[src/rtl/seq_detector_param.sv]
// Parametrised serial pattern detector with a runtime-loadable pattern and selectable overlap.
// Optional saturating detection counter on det_count when SEQDET_COUNT_EN is defined.
module seq_detector_param #(
    parameter int unsigned        PAT_LEN   = 4,
    parameter logic [PAT_LEN-1:0] RESET_PAT = 4'b1011,
    parameter int unsigned        CNT_W     = 8
) (
    input  logic               clk,
    input  logic               reset,
    input  logic               seq_in,
    input  logic               seq_valid,
    input  logic               overlap_en,
    input  logic [PAT_LEN-1:0] pat_in,
    input  logic               pat_load,
`ifdef SEQDET_COUNT_EN
    output logic [CNT_W-1:0]   det_count,
`endif
    output logic               det_out
);

    localparam int unsigned         FILL_W     = $clog2(PAT_LEN + 1);
    localparam logic [FILL_W-1:0]   FILL_FULL  = FILL_W'(PAT_LEN);
    localparam logic [FILL_W-1:0]   FILL_ARMED = FILL_W'(PAT_LEN - 1);

    logic [PAT_LEN-1:0] pat_q,  pat_d;
    logic [PAT_LEN-1:0] hist_q, hist_d;
    logic [FILL_W-1:0]  fill_q, fill_d;
    logic               det_q,  det_d;

    logic               sample;
    logic               match;
    logic [PAT_LEN-1:0] window;

    // seq_in is consumed only on edges with seq_valid=1 and no pattern load;
    // a load on the same edge discards the bit.
    always_comb begin
        sample = seq_valid & ~pat_load;
        window = {hist_q[PAT_LEN-2:0], seq_in};
        match  = sample && (fill_q >= FILL_ARMED) && (window == pat_q);
    end

    always_comb begin
        pat_d  = pat_q;
        hist_d = hist_q;
        fill_d = fill_q;
        det_d  = 1'b0;
        if (pat_load) begin
            pat_d  = pat_in;
            hist_d = '0;
            fill_d = '0;
        end else if (sample) begin
            hist_d = window;
            det_d  = match;
            // Non-overlap restarts the fill so the matched bits cannot be reused.
            if (match && !overlap_en) begin
                fill_d = '0;
            end else if (fill_q < FILL_FULL) begin
                fill_d = fill_q + FILL_W'(1);
            end
        end
    end

    always_ff @(posedge clk or negedge reset) begin
        if (!reset) begin
            pat_q  <= RESET_PAT;
            hist_q <= '0;
            fill_q <= '0;
            det_q  <= 1'b0;
        end else begin
            pat_q  <= pat_d;
            hist_q <= hist_d;
            fill_q <= fill_d;
            det_q  <= det_d;
        end
    end

    assign det_out = det_q;

    logic unused_hist_msb;
    assign unused_hist_msb = hist_q[PAT_LEN-1];

`ifdef SEQDET_COUNT_EN
    logic [CNT_W-1:0] cnt_q, cnt_d;

    always_comb begin
        cnt_d = cnt_q;
        if (pat_load) begin
            cnt_d = '0;
        end else if (match && (cnt_q != {CNT_W{1'b1}})) begin
            cnt_d = cnt_q + CNT_W'(1);
        end
    end

    always_ff @(posedge clk or negedge reset) begin
        if (!reset) begin
            cnt_q <= '0;
        end else begin
            cnt_q <= cnt_d;
        end
    end

    assign det_count = cnt_q;
`else
    logic unused_cnt_cfg;
    assign unused_cnt_cfg = (CNT_W > 0);
`endif

endmodule

[config.mk]
export PLATFORM = sky130hd
export DESIGN_NAME = seq_detector_param
export DESIGN_NICKNAME = d
export VERILOG_FILES = /design/src/rtl/seq_detector_param.sv
export SDC_FILE = /design/constraint.sdc
export NUM_CORES = 1
export LEC_CHECK = 0
export CAP_MARGIN = 25
export CORE_UTILIZATION = 25
export DETAILED_ROUTE_END_ITERATION = 12
export GPL_TIMING_DRIVEN = 0
export SLEW_MARGIN = 40
export SYNTH_ARGS = -nofsm -noshare
export SYNTH_HDL_FRONTEND = slang
export SYNTH_SLANG_ARGS = --single-unit
export TNS_END_PERCENT = 100
[constraint.sdc]
create_clock -name clk -period 2.25 [get_ports clk]
set_input_delay 0.45 -clock clk [delete_from_list [all_inputs] [get_ports clk]]
set_output_delay 0.45 -clock clk [all_outputs]
set_load 0.01 [all_outputs]
==> summary by stage, run 1 <==
Global routing
The global-route usage over all layers is around 8.4%. The pin count of the biggest net entering global routing is 12. The initial antenna violation count was 0. The global-route wire length before repair is between 1 and 1.5 mm. The total congestion overflow is 0. The number of global-route vias before repair is 347.

Setup path
The type of element launching the critical path is a flip-flop. The register-to-register setup slack is between 0.6 and 0.7 ns. The largest fanout of any net on the critical path is 3. The worst register-to-register path ends at fill_q[0]$_DFFE_PN0P_. The number of cells on the worst reg-to-reg path is 5.

The data required time at the worst endpoint is between 2 and 2.5 ns. The data arrival time of the critical path is 1.75 ns. The worst register-to-register path begins at fill_q[0]$_DFFE_PN0P_. The setup path with the least slack is of type flip-flop to flip-flop. The endpoint class of the critical path is a flip-flop. The worst setup path startpoint is fill_q[0]$_DFFE_PN0P_.

Finish
The final layout net count is around 70. The repair_antennas step left the layout with diodes totalling 0. The filler cell count is between 200 and 250.

The utilization after layout is roughly a third. After the flow finishes, the layout carries non-filler instances totaling slightly above 80. Compared with the post-synthesis result, the final layout area differs by 27.27%. Cells with a size suffix above 1 make up 21.43% of the layout.

Placed design
The placed instance count is between 70 and 80. The congestion estimate from routability-driven global placement came to 0.7090. The detailed placement HPWL is roughly 670 um. Buffers placed on the I/O ports in this run total 9.

Synthesis
For this run, asynchronously set or reset flops after synthesis account for 100.0%. The predominant post-synthesis flop cell is dfrtp_1. The post-synthesis average cell area is roughly 13 um2. The total standard cell area after synthesis is about 550 um2. By count the netlist is led by 8 x dfrtp_1, 5 x xor2_1, 4 x mux2i_1. The cell type contributing the most total cell area after synthesis is dfrtp_1. Counting every net in the synthesized netlist gives 55.

The top cell type by area accounts for between 30% and 40% of the synthesized area. dfrtp_1 is the most common cell in the netlist. The Yosys warning count is 0.

The number of flip-flops and latches in the synthesized netlist is 11. The number of library cell types mapped by synthesis is 17. Sorting the synthesized cells by area gives the leading types as dfrtp_1 36%, dfstp_2 14%, xor2_1 8.0%, mux2i_1 7.3%, mux2_2 6.1%. Counting every instance in the synthesized netlist gives 43. The share of synthesized area occupied by flip-flops and latches is roughly 51%. Yosys mapped a number of flops with a built-in enable equal to 0.

Power
Dividing total power by cell area gives a power density of between 600 and 700 nW/um2. The final total power is between 0.0004 and 0.0005 W. For this design the static power due to leakage is between 0.3 and 0.4 nW.

IR analysis of the VDD net gives a maximum drop of 0.3559 mV.

Routing
Summed over all nets, wire length on met3 after detailed routing comes to 53 um. The routed metal-1 wirelength is 395 um. The detailed-route vias per instance is ~4.3. Detailed routing placed a total of a little under 400 um of wire on met2. The routed wire length is around 840 um. The number of DRC markers in iteration 0 is 0. The average wire length per cell after detail routing is between 10 and 15 um.

The total via count after detailed routing is roughly 360. For this run, the detailed router's first-pass iteration total came to 1. For this run, design rule violations remaining after detail routing come to 0. The number of antenna-violating nets in the routed design is 0.

The top routing layer in use is met3.

Timing
The final count of pins violating max slew was 0. The worst slew margin relative to its limit is about two thirds. The actual slew at the worst max-slew pin is 0.4955 ns.

The minimum clock period is 1.586 ns. The final total negative setup slack is 0 ns. Setup repair after global routing left no endpoint under its margin. Setup violations remaining at the end of the flow were counted as 0.

Timing would allow up to between 0.6 and 0.7 GHz. The final hold violation count is 0. The share of the cycle needed by the critical path after routing is a little over two thirds. The worst clock skew on the final layout is about 0.00022 ns.

Floorplan
Pin placement for this block handled 11 I/O pins. The area of the core is about 2000 um2. In this run the horizontal extent of the chip is approximately 50 um. The die covers approximately 2400 um2. The effective utilization at floorplan is 27.23%. The vertical die dimension is around 50 um. The number of cell rows is 16.

Clock tree
After clock tree synthesis, the clock-pin slew on the worst setup and hold paths is ~0.07 ns. The clock sink count is 11. In this run the deepest clock path goes through 2 buffers. In this run, post-CTS hold repair placed 0 buffers. Post-CTS repair changed the size of 0 cells.

The total clock buffers created by CTS is 3. The clock reaches the later pin of the worst-skew pair after 0.26 ns. Once the clock tree was built, the setup fixing pass inserted 0 buffers. The CTS tree is done. In this run the number of H-tree levels came out at 1. The root buffer cell chosen for the clock tree is clkbuf_4.

Min path
The path class of the tightest hold or removal check is primary input to async pin.

Flow run
Across the run, the number of max-cap violations was 0.

Outcome
The run finished with clean final reports.
-- worst max-delay path by stage --
stage / to / depth (start not counted)
global route: fill_q[0]$_DFFE_PN0P_ / 5
finish: fill_q[0]$_DFFE_PN0P_ / 5
detailed placement: det_out$_DFF_PN0_ / 4
floorplan: fill_q[0]$_DFFE_PN0P_ / 5
CTS: fill_q[0]$_DFFE_PN0P_ / 5
global placement: det_out$_DFF_PN0_ / 4
-- layout by cell type, fill, tap and decap left out, types with 2 or more instances in the layout --
| cell | n |
|---|---|
| buf_2 | 2 |
| dfstp_2 | 3 |
| dfrtp_1 | 8 |
| mux2i_1 | 4 |
| a311oi_1 | 3 |
| inv_1 | 3 |
| clkdlybuf4s50_1 | 9 |
| nor2_1 | 3 |
| ha_1 | 2 |
| xor2_1 | 5 |
| clkbuf_4 | 3 |
| mux2_2 | 3 |
-- cells by family after synthesis --
family	after synthesis	synth area share, %
buf+inv	5	3.864
compound gates	5	7.046
flops	11	50.68
mux	8	15.45
simple gates	7	10.46
fa+ha+maj	2	4.545
xor+xnor	5	7.954
-- flip-flops by register name, summed over array words and instances (netlist names) --
signal	count
det_out	1
fill_q	3
pat_q	4
hist_q	3
-- where the power goes --
| group | switching (W) | leakage [nW] | internal [W] |
|---|---|---|---|
| Sequential | 0.0000101 | 0.139 | 0.000216 |
| Combinational | 0.0000328 | 0.163 | 0.0000383 |
| Clock | 0.0000621 | 0.0150 | 0.0000686 |
| Total | 0.000105 | 0.316 | 0.000323 |
-- stage by stage --
stage / setup slack, ns / hold slack (ns) / instance area [um2]
floorplan: 0.8373 / 0.1544 / 550.5
global placement: 0.5643 / 0.5172 / 674.4
detailed placement: 0.5564 / 0.5185 / 674.4
CTS: 0.6517 / 0.5331 / 700.7
global route: 0.6001 / 0.5528 / 700.7
finish: 0.6645 / 0.5175 / 700.7
-- area by class of cell --
cell class / instances / area [um2] / share of cell area [%]
Clock buffer: 4 / 26.28 / 3.750
Timing Repair Buffer: 9 / 90.09 / 12.86
Multi-Input combinational cell: 27 / 250.2 / 35.71
Tap cell: 27 / 33.78 / 4.821
Inverter: 3 / 11.26 / 1.607
Sequential cell: 11 / 279.0 / 39.82
Buffer: 2 / 10.01 / 1.429
-- per-layer routing --
metal | GRT usage [%] | vias to the layer above
met4 | 2.941 | 0
li1 | - | 175
met2 | 12.73 | 11
met3 | 5.607 | 0
met1 | 9.284 | 170
met5 | 0 | -
-- critical path: stages (launching register included) --
cell and delay (ns):
dfrtp_1 0.40, ha_1 0.21, ha_1 0.17, a211oi_1 0.31, nor2b_1 0.12, a311oi_1 0.28
Power figures use the tool's default switching activity.
==> run 2, diff against run 1 <==
==> constraint.sdc (replaced) <==
create_clock -name clk -period 1.38 [get_ports clk]
set_input_delay 0.276 -clock clk [delete_from_list [all_inputs] [get_ports clk]]
set_output_delay 0.276 -clock clk [all_outputs]
set_load 0.01 [all_outputs]
==> summary by stage, run 2 (synthesis gave the netlist of run 1 again) <==
Outcome
The flow ran to the end, but the final reports show violations. The final reports fail on negative setup slack.

Power
IR analysis of the VDD net gives a maximum drop of between 0.5 and 0.6 mV. The reported leakage power is about 0.35 nW. Power comes to ~0.00073 W.

Dividing total power by cell area gives a power density of approximately 950 nW/um2.

Floorplan
For this configuration, the core starts out at a cell density of 27.23%. The full die area is roughly 2400 um2. The horizontal die dimension is roughly 50 um. The count of boundary I/O pins is 11. The floorplan has 16 rows. Measured along the y axis, the die boundary spans approximately 50 um.

The floorplan step defined a core boundary enclosing approximately 2000 um2.

Clock tree
Clock tree synthesis selected as its root buffer the cell clkbuf_4. After clock tree synthesis, the clock-pin slew on the worst setup and hold paths is around 0.07 ns. The number of hold buffers added after CTS is 0. CTS built an H-tree with a depth of 1. The total clock buffers created by CTS is 3. The clock sink count is 11. TritonCTS built the clock tree.

The buffer depth of the longest clock path is 2. The source-to-sink clock delay at the later pin of the worst-skew pair is around 0.26 ns.

Setup path
Measured in cells, the most critical reg-to-reg path has a length of 5. Traced cell by cell, the critical path runs through ha_2 > ha_4 > a211oi_4 > nor2b_2 > a311oi_2. For this design, the slowest cell found on the critical path is dfrtp_1. The source of the worst register-to-register timing path is fill_q[1]$_DFFE_PN0P_. The worst setup path is captured at a flip-flop. The path type of the worst setup path is flip-flop to flip-flop. In this run the critical register-to-register path is captured at fill_q[2]$_DFFE_PN0P_.

The register-to-register setup slack is -0.05 ns. The largest stage delay on the critical path is ~0.38 ns. The data required time at the worst endpoint is about 1.6 ns. The data arrival time of the critical path is approximately 1.6 ns. The type of element launching the critical path is a flip-flop. The largest fanout of any net on the critical path is 3.

Routing
The number of DRC markers in iteration 0 is 2. The average wire length per cell after detail routing is around 10 um. The detailed-route vias per instance is around 4.4. The final routed DRC violation total is 0. The detailed-router iteration count before antenna repair is 2. The detail route stage leaves a number of antenna-violating nets equal to 0.

Detailed routing inserted a total of 380 vias. The routed wire length is roughly 870 um.

Placed design
The routability congestion estimate is ~0.71. The post-place setup slack is -0.1403 ns. Detailed placement finished with a half-perimeter wire length of 659.7 um. The number of buffer cells added on primary ports is 9.

Global routing
The initial antenna violation count was 0. The global-route wire length before repair is 1.656 mm. The number of global-route vias before repair came to between 400 and 500.

The total congestion overflow is 0. The global-route usage over all layers is a little under a tenth. Entering global routing, the biggest net connects 12 pins.

Timing
The share of the cycle needed by the critical path after routing is 103.5%. The clock arrives with approximately 0.0025 ns of skew. The final hold violation count is 0. The final count of pins violating max slew is 0. Setup violations remaining at the end of the flow were counted as 3. At the pin with the least slew margin, the transition time is slightly below 0.5 ns. The worst path in the final design needs a cycle of 1.428 ns, including I/O delays and setup. The worst hold-check slack is 0.3428 ns. Measured against its own limit, the worst slew margin works out to between 60% and 70%. The least setup slack across all paths after layout is -0.04835 ns. For this run, the top clock speed supported by timing is 0.7001 GHz. Setup repair after global routing could not meet its margin everywhere.

Finish
The utilization after layout is between 30 and 40%. In the final layout, the registers with the most flip-flops are pat_q: 4 flops, fill_q: 3 flops, hist_q: 3 flops. In the layout the commonest cells are 8 x dfrtp_1, 8 x clkdlybuf4s50_1, 5 x xor2_1.

More flip-flops sit in one register than any other, and that register is pat_q. The register with the most flip-flops in the layout has 4 of them. The signed area change from the synthesized netlist to the final layout is 39.09%. The number of antenna diodes is 0.

The filler cell count is just under 200. The fraction of layout cells with a size suffix above 1 is about a third. At the end of the flow, the number of nets in the layout was 73.

Min path
The tightest min-delay check is of the primary input to async pin type.

Flow run
The number of maximum-capacitance constraint violations is 0.
[run 2: how the worst max path moves through the flow]
| stage | startpoint | end | depth (start not counted) |
|---|---|---|---|
| after floorplan | fill_q[0]$_DFFE_PN0P_ | fill_q[1]$_DFFE_PN0P_ | 5 |
| after global placement | seq_in | det_out$_DFF_PN0_ | 4 |
| after detailed placement | seq_in | det_out$_DFF_PN0_ | 4 |
| after CTS | fill_q[0]$_DFFE_PN0P_ | fill_q[2]$_DFFE_PN0P_ | 5 |
| after global routing | fill_q[1]$_DFFE_PN0P_ | fill_q[2]$_DFFE_PN0P_ | 5 |
| final | fill_q[1]$_DFFE_PN0P_ | fill_q[2]$_DFFE_PN0P_ | 5 |
[run 2: per-stage QoR]
stage / std cells / area (um2) / setup TNS (ns)
2_1_floorplan: 43 / 555.5 / 0
3_3_place_gp: 79 / 679.4 / -0.6279
3_5_place_dp: 79 / 679.4 / -0.7070
4_1_cts: 85 / 719.4 / -0.009497
5_1_grt: 87 / 765.7 / -0.2863
6_report: 87 / 765.7 / -0.06752
[run 2: layer usage]
layer | up-vias | global-route usage [%] | routed length, um
met5 | - | 0 | 0
met2 | 11 | 15.51 | 409
met1 | 182 | 10.21 | 404
li1 | 187 | - | -
met4 | 0 | 1.471 | 0
met3 | 0 | 4.984 | 57
[run 2: cell type report]
type / instances / area [um2] / share of cell area [%]
Buffer: 2 / 10.01 / 1.307
Timing Repair Buffer: 13 / 118.9 / 15.52
Sequential cell: 11 / 279.0 / 36.44
Clock buffer: 4 / 26.28 / 3.431
Multi-Input combinational cell: 27 / 286.5 / 37.42
Tap cell: 27 / 33.78 / 4.412
Inverter: 3 / 11.26 / 1.471
[run 2: repair_timing]
action,4_1_cts,5_1_grt
pin swaps,3,4
setup endpoints to repair,4,3
resized for setup,1,6
setup buffers,2,2
[run 2: report_power, final]
group	leakage, nW	switching, W	internal (W)
logic	0.192	0.0000667	0.0000841
registers	0.139	0.0000156	0.000352
clock network	0.0150	0.0000990	0.000112
total	0.345	0.000181	0.000548
[run 2: critical path: cells and delay by family (launching register included)]
family | cells | cell delay (ns)
AOI/OAI and AO/OA | 2 | 0.51
adders and majority gates | 2 | 0.36
DFF | 1 | 0.38
and+or+nand+nor | 1 | 0.09
==> run 3, diff against run 2 <==
==> constraint.sdc (replaced) <==
create_clock -name clk -period 1.38 [get_ports clk]
set_input_delay 0.138 -clock clk [delete_from_list [all_inputs] [get_ports clk]]
set_output_delay 0.138 -clock clk [all_outputs]
set_load 0.01 [all_outputs]
==> summary by stage, run 3 (synthesis gave the netlist of run 1 again) <==
Placed design
The post-place setup slack is -0.08809 ns. The routability congestion estimate is just over 0.7. Once placement finished, the instance area stood at about 680 um2. Buffers placed on the I/O ports in this run total 9. After legalization and detailed placement, the total HPWL measured between 600 and 700 um.

Setup path
The endpoint class of the critical path is a flip-flop. The largest stage delay on the critical path is approximately 0.38 ns. The highest-delay cell along the critical path is dfrtp_1. The largest fanout of any net on the critical path is 3. The critical path goes through ha_2 > ha_4 > a211oi_4 > nor2b_2 > a311oi_2. The data required time at the worst endpoint is approximately 1.6 ns. The startpoint identified for the worst register-to-register timing path is fill_q[1]$_DFFE_PN0P_. STA classifies the critical path startpoint as a flip-flop. Data on the critical path arrives at its endpoint at 1.60 ns. In this run the worst setup path begins at fill_q[1]$_DFFE_PN0P_. The depth of the worst register-to-register path is 5. The path type of the worst setup path is flip-flop to flip-flop.

Finish
The final layout net count is between 70 and 80. The finished cells cover 767.0 um2. The fraction of layout cells with a size suffix above 1 is around a third. The register with the most flip-flops in the layout has 4 of them.

The number of antenna diodes in the final layout is 0. Counting the fill cells in the layout gives just under 200. The register area is around 280 um2. Compared with the post-synthesis result, the final layout area differs by 39.32%.

In the final layout, the multi-input gates occupy 286.5 um2. The register with the most flip-flops is pat_q. The largest registers in the layout are pat_q: 4 flops, fill_q: 3 flops, hist_q: 3 flops. In the layout the commonest cells are 9 x clkdlybuf4s50_1, 8 x dfrtp_1, 5 x xor2_1.

The most common cell after layout, fill and taps aside is clkdlybuf4s50_1.

Min path
The worst hold path belongs to the class primary input to async pin.

Floorplan
The floorplan has 16 rows. The full die area is between 2000 and 2500 um2. The die is between 40 and 50 um tall. During I/O placement, the number of pins put on the boundary was 11. The effective utilization at floorplan is 27.23%. The floorplan step defined a core boundary enclosing approximately 2000 um2. In this run the horizontal extent of the chip is approximately 49 um.

Clock tree
Clock tree synthesis selected as its root buffer the cell clkbuf_4. The total clock buffers created by CTS is 3. The clock net in this run drives a total of 11 sinks. The source-to-sink clock delay at the later pin of the worst-skew pair is between 0.2 and 0.3 ns. In this run the number of H-tree levels came out at 1. TritonCTS built the clock tree. The CTS clock-pin slew for the worst setup and hold paths is around 0.070 ns. The buffer depth of the longest clock path is 2.

The number of hold buffers added after CTS is 0.

Timing
The final hold violation count was 0. The worst clock skew on the final layout is ~0.0025 ns. Setup violations remaining at the end of the flow were counted as 3.

The worst hold-check slack is 0.2048 ns. The least setup slack across all paths after layout is -0.04835 ns. The final count of pins violating max slew is 0. The worst slew margin relative to its limit is about two thirds. The actual slew at the worst max-slew pin is 0.4914 ns. Static timing analysis puts the maximum clock frequency at roughly 0.7 GHz. The minimum clock period is approximately 1.4 ns. The share of the cycle needed by the critical path after routing is 103.5%.

Setup repair after global routing could not meet its margin everywhere.

Routing
After detailed routing, the number of remaining DRC violations is 0. In the final routed layout, each cell accounts on average for 10.01 um. The detailed-router iteration count before antenna repair is 2. The detailed router finished its first iteration with 2 violations. The routed layout has between 300 and 400 vias.

The number of antenna-violating nets in the routed design is 0. The routed wire length is between 800 and 900 um. The detailed-route vias per instance is 4.368.

Flow run
The tool flagged a number of max-cap violations equal to 0.

Global routing
The first global-routing pass estimated approximately 1.7 mm of wire. The pin count of the biggest net entering global routing is 12. The number of global-route vias before repair is a little over 400. Global routing finished with a remaining overflow of 0.

The initial antenna violation count is 0. The global-route usage over all layers is a little under a tenth.

Outcome
The final reports fail on negative setup slack. The flow ran to the end, but the final reports show violations.

Power
Overall power consumption after layout is estimated at around 0.00073 W. Power spread over the standard cell area amounts to between 900 and 1000 nW/um2. The worst-case vdd ir drop is 0.5078 mV. The reported leakage power is about 0.34 nW.
[run 3: final cells by class]
cell class	instances	area share (%)
plain buffers	2	1.305
clock buffers	4	3.426
inverters	3	1.468
multi-input cells	27	37.36
flip-flops and latches	11	36.38
well taps	27	4.405
repair buffers	13	15.66
[run 3: metrics by stage]
stage,instances,utilization (%),setup TNS (ns)
global route,87,37.93,-0.2863
floorplan,43,-,0
CTS,85,35.64,-0.009497
global placement,79,33.60,-0.1444
finish,87,37.93,-0.06752
detailed placement,79,33.60,-0.2096
[run 3: metal layers]
metal	GRT usage [%]	up-vias	part of all wire, %
li1	-	187	-
met4	1.471	0	0
met3	4.984	0	6.4
met1	10.21	182	46
met2	15.51	11	47
met5	0	-	0
[run 3: critical path: cells and delay by family, from the launching register on]
kind,cells,cell delay [ns]
AOI/OAI and AO/OA,2,0.51
DFF,1,0.38
adders and majority gates,2,0.36
and+or+nand+nor,1,0.09
[run 3: worst paths after layout]
kind	end	slack, ns
max in group asynchronous	pat_q[3]$_DFFE_PN1P_	0.82
max reg2reg	fill_q[2]$_DFFE_PN0P_	-0.05
min reg2reg	pat_q[2]$_DFFE_PN0P_	0.54
min	hist_q[0]$_DFFE_PN0P_	0.20
min in group clk	hist_q[2]$_DFFE_PN0P_	0.25
max	fill_q[2]$_DFFE_PN0P_	-0.05
[run 3: what timing repair did]
item | CTS | global route
endpoints found under the hold margin | 0 | 0
buffers inserted | 2 | 2
gates resized for setup | 0 | 6
pin swaps | 3 | 4
setup endpoints to repair | 3 | 3
[run 3: power by group]
group | leakage, nW | switching (W) | total (W) | internal (W)
sequential | 0.139 | 0.0000156 | 0.000367 | 0.000352
combinational | 0.187 | 0.0000667 | 0.000151 | 0.0000842
clock | 0.0150 | 0.0000990 | 0.000211 | 0.000112
